[src/rtl/dot_arb_pkg.sv]
// Shared types and width helpers for the dot-engine arbiter.
package dot_arb_pkg;

   // Job sequencing states
   typedef enum logic [1:0] {
      IDLE  = 2'd0,
      ISSUE = 2'd1,
      WAIT  = 2'd2,
      RESP  = 2'd3
   } arb_state_e;

   // Result width of the fixed-point dot engine
   function automatic int p_width(input int aw, input int af, input int bw,
                                  input int bf, input int pf);
      return aw + bw - (af + bf - pf);
   endfunction

   // Width of a requester index (at least one bit)
   function automatic int id_width(input int n);
      return (n < 2) ? 1 : $clog2(n);
   endfunction

endpackage

[src/rtl/dot_engine_arbiter_rr_arbiter.sv]
// Combinational round-robin grant: first asserted request after ptr_i, with wrap.
module rr_arbiter
   import dot_arb_pkg::*;
#(
   parameter  int NUM_REQ = 3,
   localparam int ID_W    = id_width(NUM_REQ)
) (
   input  logic [NUM_REQ-1:0] req_i,
   input  logic [ID_W-1:0]    ptr_i,
   output logic [NUM_REQ-1:0] grant_o,
   output logic [ID_W-1:0]    idx_o,
   output logic               valid_o
);

   logic [ID_W:0]   sum_w;
   logic [ID_W-1:0] cand_w;

   // Scan farthest candidate first so the one nearest ptr_i+1 overwrites the rest
   always_comb begin
      grant_o = '0;
      idx_o   = '0;
      valid_o = 1'b0;
      sum_w   = '0;
      cand_w  = '0;
      for (int k = NUM_REQ; k >= 1; k--) begin
         sum_w = {1'b0, ptr_i} + (ID_W+1)'(k);
         if (sum_w >= (ID_W+1)'(NUM_REQ)) begin
            sum_w = sum_w - (ID_W+1)'(NUM_REQ);
         end
         cand_w = sum_w[ID_W-1:0];
         if (req_i[cand_w]) begin
            grant_o         = '0;
            grant_o[cand_w] = 1'b1;
            idx_o           = cand_w;
            valid_o         = 1'b1;
         end
      end
   end

endmodule

[src/rtl/dot_engine_arbiter.sv]
// Shares one serial dot engine among NUM_REQ requesters with a watchdog.
module dot_engine_arbiter
   import dot_arb_pkg::*;
#(
   parameter  int NUM_REQ     = 3,
   parameter  int N           = 3,
   parameter  int A_WIDTH     = 16,
   parameter  int A_FRAC_BITS = 14,
   parameter  int B_WIDTH     = 16,
   parameter  int B_FRAC_BITS = 14,
   parameter  int P_FRAC_BITS = 14,
   parameter  int TIMEOUT     = 16,
   localparam int P_WIDTH     = p_width(A_WIDTH, A_FRAC_BITS, B_WIDTH, B_FRAC_BITS, P_FRAC_BITS),
   localparam int ID_W        = id_width(NUM_REQ)
) (
   input  logic                           clk_in,
   input  logic                           rst_in,
   input  logic [NUM_REQ-1:0]             req_valid,
   output logic [NUM_REQ-1:0]             req_ready,
   input  logic [NUM_REQ*N*A_WIDTH-1:0]   req_A,
   input  logic [NUM_REQ*N*B_WIDTH-1:0]   req_B,
   output logic                           resp_valid,
   input  logic                           resp_ready,
   output logic [ID_W-1:0]                resp_id,
   output logic [P_WIDTH-1:0]             resp_P,
   output logic                           resp_err,
   output logic [N*A_WIDTH-1:0]           eng_A,
   output logic [N*B_WIDTH-1:0]           eng_B,
   output logic                           eng_valid_in,
   input  logic                           eng_valid_out,
   input  logic [P_WIDTH-1:0]             eng_P,
   output logic                           busy
);

   localparam int VA_W = N * A_WIDTH;
   localparam int VB_W = N * B_WIDTH;
   localparam int WD_W = $clog2(TIMEOUT);

   arb_state_e          state_q, state_d;
   logic [ID_W-1:0]     ptr_q, ptr_d;
   logic [ID_W-1:0]     id_q, id_d;
   logic [VA_W-1:0]     a_q, a_d;
   logic [VB_W-1:0]     b_q, b_d;
   logic [WD_W-1:0]     wd_q, wd_d;
   logic [P_WIDTH-1:0]  p_q, p_d;
   logic                err_q, err_d;

   logic [NUM_REQ-1:0]  grant;
   logic [ID_W-1:0]     grant_idx;
   logic                grant_valid;

   logic [VA_W-1:0]     req_a_arr [NUM_REQ];
   logic [VB_W-1:0]     req_b_arr [NUM_REQ];

   // Split the flat request buses into per-requester operand vectors
   for (genvar gi = 0; gi < NUM_REQ; gi++) begin : g_split
      assign req_a_arr[gi] = req_A[gi*VA_W +: VA_W];
      assign req_b_arr[gi] = req_B[gi*VB_W +: VB_W];
   end

   rr_arbiter #(
      .NUM_REQ (NUM_REQ)
   ) u_rr (
      .req_i   (req_valid),
      .ptr_i   (ptr_q),
      .grant_o (grant),
      .idx_o   (grant_idx),
      .valid_o (grant_valid)
   );

   // Accept is offered only while idle and never during reset
   assign req_ready    = (state_q == IDLE && !rst_in) ? grant : '0;
   assign eng_valid_in = (state_q == ISSUE);
   assign resp_valid   = (state_q == RESP);
   assign busy         = (state_q != IDLE);
   assign eng_A        = a_q;
   assign eng_B        = b_q;
   assign resp_id      = id_q;
   assign resp_P       = p_q;
   assign resp_err     = err_q;

   // State and datapath registers; reset drops any in-flight job
   always_ff @(posedge clk_in or posedge rst_in) begin
      if (rst_in) begin
         state_q <= IDLE;
         ptr_q   <= ID_W'(NUM_REQ-1);
         id_q    <= '0;
         a_q     <= '0;
         b_q     <= '0;
         wd_q    <= '0;
         p_q     <= '0;
         err_q   <= 1'b0;
      end else begin
         state_q <= state_d;
         ptr_q   <= ptr_d;
         id_q    <= id_d;
         a_q     <= a_d;
         b_q     <= b_d;
         wd_q    <= wd_d;
         p_q     <= p_d;
         err_q   <= err_d;
      end
   end

   // Next-state logic: grant, start pulse, wait with watchdog, hold response
   always_comb begin
      state_d = state_q;
      ptr_d   = ptr_q;
      id_d    = id_q;
      a_d     = a_q;
      b_d     = b_q;
      wd_d    = wd_q;
      p_d     = p_q;
      err_d   = err_q;
      case (state_q)
         IDLE: begin
            if (grant_valid && !rst_in) begin
               a_d     = req_a_arr[grant_idx];
               b_d     = req_b_arr[grant_idx];
               id_d    = grant_idx;
               ptr_d   = grant_idx;
               state_d = ISSUE;
            end
         end
         ISSUE: begin
            wd_d    = '0;
            state_d = WAIT;
         end
         WAIT: begin
            // A done pulse on the last watchdog cycle still counts as success
            if (eng_valid_out) begin
               p_d     = eng_P;
               err_d   = 1'b0;
               state_d = RESP;
            end else if (wd_q == WD_W'(TIMEOUT-1)) begin
               p_d     = '0;
               err_d   = 1'b1;
               state_d = RESP;
            end else begin
               wd_d = wd_q + 1'b1;
            end
         end
         RESP: begin
            if (resp_ready) begin
               state_d = IDLE;
            end
         end
         default: state_d = IDLE;
      endcase
   end

endmodule

[config.mk]
export PLATFORM = sky130hd
export DESIGN_NAME = dot_engine_arbiter
export DESIGN_NICKNAME = d
export VERILOG_FILES = /design/src/rtl/dot_arb_pkg.sv /design/src/rtl/dot_engine_arbiter_rr_arbiter.sv /design/src/rtl/dot_engine_arbiter.sv
export SDC_FILE = /design/constraint.sdc
export NUM_CORES = 1
export LEC_CHECK = 0
export ABC_AREA = 1
export CORE_UTILIZATION = 25
export DETAILED_ROUTE_END_ITERATION = 10
export GPL_TIMING_DRIVEN = 0
export PLACE_DENSITY = 0.65
export SLEW_MARGIN = 40
export SYNTH_ARGS = -nofsm -noshare
export SYNTH_HDL_FRONTEND = slang
export SYNTH_HIERARCHICAL = 1
export SYNTH_SLANG_ARGS = --single-unit
[constraint.sdc]
create_clock -name clk_in -period 3.6 [get_ports clk_in]
set_clock_uncertainty 0.2 [all_clocks]
set_input_delay 0.36 -clock clk_in [delete_from_list [all_inputs] [get_ports clk_in]]
set_output_delay 0.36 -clock clk_in [all_outputs]
set_load 0.02 [all_outputs]
### Word level (Yosys, flattened, before mapping)

Index checks and enable logic that the tools add are counted.

| word-level totals | value |
|---|---|
| output and inout bits | 123 |
| input bits | 313 |
| memories kept | 0 |
| register bits | 125 |
| RAM bits | 0 |
| bits in read-only memories | 0 |
| logic and storage cells | 92 |
| latch bits | 0 |

| cells by class | value |
|---|---|
| multiplexer cells | 43 |
| magnitude comparators | 10 |
| equal/unequal tests | 9 |
| add/sub/neg operators | 7 |
| multipliers | 0 |
| bitwise operators | 1 |
| div/mod/pow operators | 0 |
| reduce and logical (&&, ||, !) cells | 14 |
| shifts and indexed selects | 0 |

Operator list:

| operator | number |
|---|---|
| $bmux W48 S2 | 2 |
| $mux W48 | 4 |
| $mux W18 | 2 |
| $mux W2 | 10 |
| $mux W3 | 4 |
| $mux W1 | 11 |
| $ge A3 B2 Y1 const B | 3 |
| $lt A2 B3 Y1 const B | 3 |
| $mux W4 | 2 |
| $pmux W2 S4 | 1 |
| $pmux W4 S2 | 1 |
| $add A2 B2 Y3 const B | 2 |
| $bmux W1 S2 | 3 |
| $demux W1 S2 | 3 |
| $ge A2 B1 Y1 const B | 3 |
| $reduce_and A3 Y1 | 2 |
| $reduce_bool A2 Y1 | 3 |
| $sub A2 B2 Y2 const B | 3 |
| $logic_and A1 B1 Y1 | 5 |
| $add A4 B1 Y4 const B | 1 |
| $eq A2 B2 Y1 const B | 2 |
| $eq A4 B4 Y1 const B | 1 |
| $ne A2 B1 Y1 const B | 2 |
| $ne A2 B2 Y1 const B | 2 |
| 8 further kinds | 9 |

### Longest topological paths before layout

Gate-level depths: netlist of the first run.

| logic depth | value |
|---|---|
| depth in word-level cells | 12 |
| gate-level depth with buffers | 19 |
| gate-level depth less buffers | 15 |

### Hierarchy

The synthesis of the first run kept the hierarchy.

Modules (own cells, without submodules):

| module | cells each | seq. area each (um^2) | times used | area each (um^2) |
|---|---|---|---|---|
| dot_engine_arbiter | 1090 | 3104.2 | 1 | 7096.8 |
| rr_arbiter | 63 | 0.0 | 1 | 365.4 |

### Worst setup path before layout of the first run

OpenSTA, ideal clock, no wires.

| path | value |
|---|---|
| path kind | input port to output port |
| from | input rst_in |
| to | output req_ready[0] |
| data required time | 3040 ps |
| slack | 651 ps |
| data arrival time | 2389 ps |
| path buffers | 0 |
| stages on the path | 3 |
| cells stage by stage | inv_2 -> nand2_1 -> nor2_1 |

| on the way | value |
|---|---|
| cells in the longest elaborated chain, start to end | 3 |

RTL lines:

| element | RTL line | source |
|---|---|---|
| start: declaration | dot_engine_arbiter.sv:17 | `input logic rst_in,` |
| $logic_not A1 Y1 | dot_engine_arbiter.sv:72 | `assign req_ready = (state_q == IDLE && !rst_in) ? grant : '0;` |
| $logic_and A1 B1 Y1 | dot_engine_arbiter.sv:72 |  |
| $mux W3 | dot_engine_arbiter.sv:72 |  |
| end: declaration | dot_engine_arbiter.sv:19 | `output logic [NUM_REQ-1:0] req_ready,` |

Every way passes these cells.

### Final worst setup path of the first run

| path | value |
|---|---|
| from | register ptr_q[1] |
| to | register a_q[4], in the netlist eng_A[4] |

| on the way | value |
|---|---|
| cells in the longest elaborated chain, start to end | 12 |
| elaborated cells between the ends (all ways) | 30 |
| classes of those cells | add/sub (6); order compare (3); mux (18); bitwise (1); reduce/logical (2) |

RTL lines:

| element | RTL line | source |
|---|---|---|
| start: declaration | dot_engine_arbiter.sv:40 | `logic [ID_W-1:0] ptr_q, ptr_d;` |
| start signal: assignment | dot_engine_arbiter.sv:86 | `ptr_q <= ID_W'(NUM_REQ-1);` |
| start signal: assignment | dot_engine_arbiter.sv:95 | `ptr_q <= ptr_d;` |
| $add A2 B2 Y3 | dot_engine_arbiter_rr_arbiter.sv:26 | `sum_w = {1'b0, ptr_i} + (ID_W+1)'(k);` |
| $ge A3 B2 Y1 / $sub A2 B2 Y2 (equally long branches) | dot_engine_arbiter_rr_arbiter.sv:27, dot_engine_arbiter_rr_arbiter.sv:28 |  |
| $mux W2 | dot_engine_arbiter_rr_arbiter.sv:27 | `if (sum_w >= (ID_W+1)'(NUM_REQ)) begin` |
| $bmux W1 S2 | dot_engine_arbiter_rr_arbiter.sv:31 | `if (req_i[cand_w]) begin` |
| $mux W1 (not written as such) | dot_engine_arbiter_rr_arbiter.sv:31 |  |
| $mux W2 (2 in a row) | dot_engine_arbiter_rr_arbiter.sv:31 |  |
| $mux W2 * | dot_engine_arbiter_rr_arbiter.sv:31 |  |
| via grant_idx[0] | dot_engine_arbiter.sv:49 | `logic [ID_W-1:0] grant_idx;` |
| $not A2 Y3 (not written as such) * | dot_engine_arbiter.sv:118 | `a_d = req_a_arr[grant_idx];` |
| $bmux W48 S2 * | dot_engine_arbiter.sv:118 |  |
| $mux W48 (not written as such) * (2 in a row) | dot_engine_arbiter.sv:118 |  |
| end signal: assignment | dot_engine_arbiter.sv:88 | `a_q <= '0;` |
| end signal: assignment | dot_engine_arbiter.sv:97 | `a_q <= a_d;` |
| end: declaration | dot_engine_arbiter.sv:42 | `logic [VA_W-1:0] a_q, a_d;` |

The timed path passes the listed nets; every way through them passes the cells marked *. The select of a mux whose other input is x is not followed.
A chain may end at the register's enable or synchronous reset.

==> impl_metrics.yaml, run 1 <==
outcome:
  status: "completed"
clocking:
  cts_root_buf: "clkbuf_16"
  cts_buffers: 17
  htree_levels: 4
  cts_tree: "yes"
  clockBufferDepth: 2
  ctsHoldBuffers: 0
  post_cts_buffers: 0
  cts_sinks: 124
  clkTransAtPathRegs_ps: 70
  clk_latency_ps: 410
min_path:
  worstHoldPathType: "input port to asynchronous set/reset pin"
global_route:
  grt_usage_pct: 20.12
  grt_pass1_wl_um: 47860
  grt.overflow.total: 0
  grt_start_max_net_pins: 70
  antenna_found_initial: 0
  grt_pass1_vias: 8932
yosys:
  synth-seq-area-share_pct: 41.60
  synth.avg_cell_area_um2: 6.472
  synth.net_count: 1477
  netlist_instances: 1153
  ys_ff_latch: 124
  syn_area_um2: 7462
  synth_cell_type_count: 28
  ys.warnings.count: 6
setup_path:
  cp_slowest_stage_delay_ps: 580
  startpoint_type: "register"
  critPathKind: "register to register"
  required_ps: 3750
  path_cells: "inv_1 > ha_1 > buf_6 > inv_4 > nand2_1 > nand3_2 > nand2_4 > inv_2 > nand2_1 > nand2_1 > buf_6 > inv_4 > clkbuf_1 > o21ai_0 > nand2_1 > nand2_1 > nand2_1"
  endpoint_kind: "register"
  slowest_stage: "dfstp_2"
  cp.arrival_ps: 3310
  path_common_cell: "nand2_1"
  crit_fanout: 10
floorplanning:
  rows: 62
  die_w_um: 174.8
  start_util_pct: 25.72
  coreArea_um2: 29010
  die_area_um2: 30540
  ioPinCount: 436
  die_y_um: 174.8
route:
  first_pass_iters: 5
  wl_per_cell_um: 15.52
  route.detailed.drc: 0
  via_per_inst: 4.492
  drt_iter0_markers: 392
  num_vias: 9006
  finalWirelength_um: 31120
  ant_nets: 0
power:
  peakVddDrop_v: 0.0003369
  leakagePower_nw: 6.184
  report.power.total_w: 0.01325
  power_density_nw_per_um2: 1026
timing:
  hold_ws_ps: 155.8
  setup_violations: 0
  grt_setup_unrepaired: "false"
  max_slew_margin_pct: 59.32
  layout_setup_ws_ps: 442.9
  max_freq_ghz: 0.3168
  fin_crit_ps: 3157
  tns_ps: 0
  hold_violations: 0
  worstMarginPinSlew_ps: 610.2
  drv_slew: 0
  timing.final.crit_share_pct: 87.70
placement:
  place.gp.congestion: 0.9002
  io_buffers: 435
  pre_cts_ws_ps: 217.8
  dp_hpwl_um: 23900
layout:
  layout-drive-gt1-share_pct: 6.107
  nNetsFinal: 1932
  area_delta_synth_final_pct: 73.05
  n_fill_cell: 2960
  layout_common_cells: "nand2_1 (568), clkdlybuf4s50_1 (432), nor2_1 (204)"
  final_common_cell: "nand2_1"
  diodes: 0
flow_run:
  maxCapViolations: 0
-- cells by family after synthesis --
kind of cell	synth area share [%]
buffers and inverters	6.891
adders and majority gates	1.844
DFF	41.60
xor gates and xnor gates	0.1174
and+or+nand+nor	42.54
AOI/OAI and AO/OA	7.009
-- layout make-up --
class                           instances  area (µm²)  share of cell area [%]
Tap cell                              384       480.5                   3.721
Sequential cell                       124        3104                   24.04
Inverter                               27       113.9                  0.8817
Timing Repair Buffer                  436        4389                   33.99
Clock buffer                           17       425.4                   3.294
Multi-Input combinational cell        932        3844                   29.76
Buffer                                 70       407.9                   3.159
Clock inverter                         15       148.9                   1.153
-- flip-flops by register name, summed over array words and instances (netlist names) --
register and flops:
eng_B 48, eng_A 48, state_q 2, wd_q 4
resp_P 18, resp_id 1, resp_err 1, ptr_q 2
-- worst max-delay path, delay by kind of cell (launching register included) --
family,cells,cell delay [ps]
fa+ha+maj,1,300
compound gates,1,300
simple gates,8,620
flops,1,580
buf+inv,7,1110
-- power breakdown --
group	total (W)	internal [W]	switching [W]
combinational	0.00909	0.00353	0.00556
sequential	0.00244	0.00206	0.000377
clock	0.00173	0.000976	0.000754
total	0.0133	0.00657	0.00669
-- metrics by stage --
step | area (µm²) | util, % | instances
2_1_floorplan | 7462 | - | 1153
3_3_place_gp | 12300 | 42.38 | 1972
3_5_place_dp | 12330 | 42.50 | 1973
4_1_cts | 12910 | 44.48 | 2005
5_1_grt | 12910 | 44.51 | 2005
6_report | 12910 | 44.51 | 2005
-- Yosys cell counts --
master    number  share of area, %
nand3b_1       1              0.10
inv_1         17              0.86
dfrtp_1      123                41
buf_1          7              0.35
ha_1          11               1.8
nand2_4        2              0.30
dfstp_2        1              0.35
buf_4          5              0.50
nand2_1      568                29
o21a_1         1              0.10
o22ai_1        1             0.084
nor2_2         1             0.084
inv_4          2              0.17
xnor2_1        1              0.12
o21ai_0       59               4.0
buf_2         23               1.5
nand2_2        5              0.42
nand3_1       30               2.0
buf_6         13               2.0
nand4_1        1             0.084
a21oi_1        2              0.13
inv_2          8              0.40
nor2_4         2              0.30
nor2_1       204                10
nand3_2        3              0.40
a21oi_2        1              0.12
o21ai_1       39               2.6
clkbuf_1      22               1.1
-- what timing repair did --
item | CTS | global route
endpoints found under the hold margin | 0 | 0
gates resized for setup | 0 | 3
setup endpoints to repair | 0 | 3
-- per-layer routing --
metal	share of wire [%]	track usage, %	wire, µm	vias to the layer above
li1	-	-	-	4449
met1	41	23.61	12890	4157
met2	48	35.12	15030	358
met3	7.7	5.461	2410	42
met4	2.5	6.957	788	0
met5	0	0	0	-
-- path summary, 6_finish.rpt --
kind	to	slack [ps]	startpoint	cells past startpoint
hold / removal	eng_B[33]	160	rst_in	2
setup / recovery	eng_A[4]	440	ptr_q[1]	17
max in group asynchronous	eng_A[11]	2350	rst_in	3
setup reg to reg	eng_A[4]	440	ptr_q[1]	17
min in group clk_in	eng_B[16]	280	eng_B[16]	2
hold reg to reg	eng_B[16]	280	eng_B[16]	2
No activity file was read; power rests on OpenSTA's default activity.
==> run 2: changes to the inputs <==
PLACE_DENSITY = unset   (was 0.65)
PLACE_DENSITY_LB_ADDON = 0.2   (was unset)
==> impl_metrics.yaml, run 2 (synthesized netlist as in run 1, its figures left out) <==
setup_path:
  critPathKind: "register to register"
  endpoint_kind: "register"
  startpoint_type: "register"
  crit_fanout: 10
  required_ps: 3750
  cp.arrival_ps: 3330
route:
  route.detailed.drc: 0
  num_vias: 8729
  drt_iter0_markers: 357
  wl_per_cell_um: 15.12
  first_pass_iters: 6
  via_per_inst: 4.354
  ant_nets: 0
  finalWirelength_um: 30310
timing:
  fin_crit_ps: 3183
  max_freq_ghz: 0.3142
  setup_violations: 0
  grt_setup_unrepaired: "false"
  drv_slew: 0
  timing.final.crit_share_pct: 88.41
  worstMarginPinSlew_ps: 506.0
  max_slew_margin_pct: 66.27
  hold_violations: 0
placement:
  place_inst: 1973
  io_buffers: 435
  placed_area_um2: 12330
  dp_hpwl_um: 23390
  place.gp.congestion: 0.8266
layout:
  layout-drive-gt1-share_pct: 6.107
  nNetsFinal: 1932
  finalInstanceArea_um2: 12940
  diodes: 0
  layout_common_cells: "nand2_1 (568), clkdlybuf4s50_1 (432), nor2_1 (204)"
  finalNonFillerCells: 2005
  final_common_cell: "nand2_1"
  area_delta_synth_final_pct: 73.44
  post-route-util_pct: 44.61
floorplanning:
  coreArea_um2: 29010
  die_y_um: 174.8
  die_area_um2: 30540
  die_w_um: 174.8
  ioPinCount: 436
  start_util_pct: 25.72
  rows: 62
clocking:
  htree_levels: 4
  clkTransAtPathRegs_ps: 70
  cts_root_buf: "clkbuf_16"
  clk_latency_ps: 420
  cts_tree: "yes"
  cts_buffers: 17
  cts_sinks: 124
  clockBufferDepth: 2
power:
  leakagePower_nw: 6.193
  peakVddDrop_v: 0.0003539
  power_density_nw_per_um2: 1020
global_route:
  grt_pass1_vias: 8642
  grt_pass1_wl_um: 46750
  grt_start_max_net_pins: 66
  grt.overflow.total: 0
  antenna_found_initial: 3
  grt_usage_pct: 19.68
flow_run:
  maxCapViolations: 0
min_path:
  worstHoldPathType: "input port to asynchronous set/reset pin"
outcome:
  status: "completed"
==> run 2: changes by cell type in the layout (fill, tap and decap cells not counted) <==
| cell | change |
|---|---|
| bufinv_16 | +1 |
| inv_6 | -3 |
| clkinvlp_4 | +1 |
| inv_8 | +2 |
| clkinv_2 | -1 |
==> run 2: worst max-delay path: stages (launching register included) <==
cell and delay [ps]:
dfstp_2 590, inv_1 110, ha_1 300, buf_6 140, inv_4 50, nand2_1 60, nand3_2 90, nand2_4 100
inv_2 60, o22ai_1 130, buf_4 250, inv_2 60, nor2_4 280, buf_6 240, buf_6 170, nand2_1 60
nand2_1 110, nand2_1 60, nand2_1 60
==> run 2: layer usage <==
| layer | wire length [µm] | vias up | GRT usage, % |
|---|---|---|---|
| li1 | - | 4457 | - |
| met1 | 12490 | 3930 | 22.94 |
| met2 | 14900 | 293 | 34.79 |
| met3 | 2212 | 43 | 5.505 |
| met4 | 661 | 6 | 5.906 |
| met5 | 46 | - | 0 |
==> run 2: metrics by stage <==
stage | worst slack [ps] | power [W] | setup TNS (ps) | hold slack [ps]
final | 417.4 | 0.01320 | 0 | 176.8
after CTS | 132.9 | 0.01344 | 0 | 197.5
after floorplan | 651.2 | 0.008105 | 0 | 261.7
after global placement | -1201 | 0.01153 | -132330 | 254.3
after detailed placement | 258.1 | 0.01156 | 0 | 257.7
after global routing | 126.5 | 0.01449 | 0 | 206.5
==> run 2: final timing paths <==
path | endpoint | cells after the start | startpoint | slack, ps
hold / removal | eng_B[18] | 2 | rst_in | 180
hold reg to reg | resp_P[0] | 2 | resp_P[0] | 270
min in group clk_in | resp_P[0] | 2 | resp_P[0] | 270
setup reg to reg | eng_B[15] | 18 | ptr_q[1] | 420
setup / recovery | eng_B[15] | 18 | ptr_q[1] | 420
max in group asynchronous | eng_A[16] | 3 | rst_in | 2330
==> run 2: power by group <==
part / switching, W / leakage (nW) / internal [W] / total, W
registers: 0.000366 / 1.55 / 0.00206 / 0.00243
clock network: 0.000754 / 0.288 / 0.00105 / 0.00180
logic: 0.00545 / 4.35 / 0.00353 / 0.00897
==> run 2: area by class of cell <==
type	instances	area, µm²
fill	2954	16070
timing repair buffer	436	4389
multi-input combinational	932	3844
sequential	124	3104
tap	384	480.5
clock buffer	17	425.4
buffer	70	407.9
clock inverter	15	177.7
inverter	27	113.9
==> run 2: repair_timing <==
item | CTS | global route
hold buffers | 0 | 0
hold endpoints to repair | 0 | 0
resized for setup | 0 | 3
setup endpoints to repair | 0 | 3
buffers inserted | 0 | 0
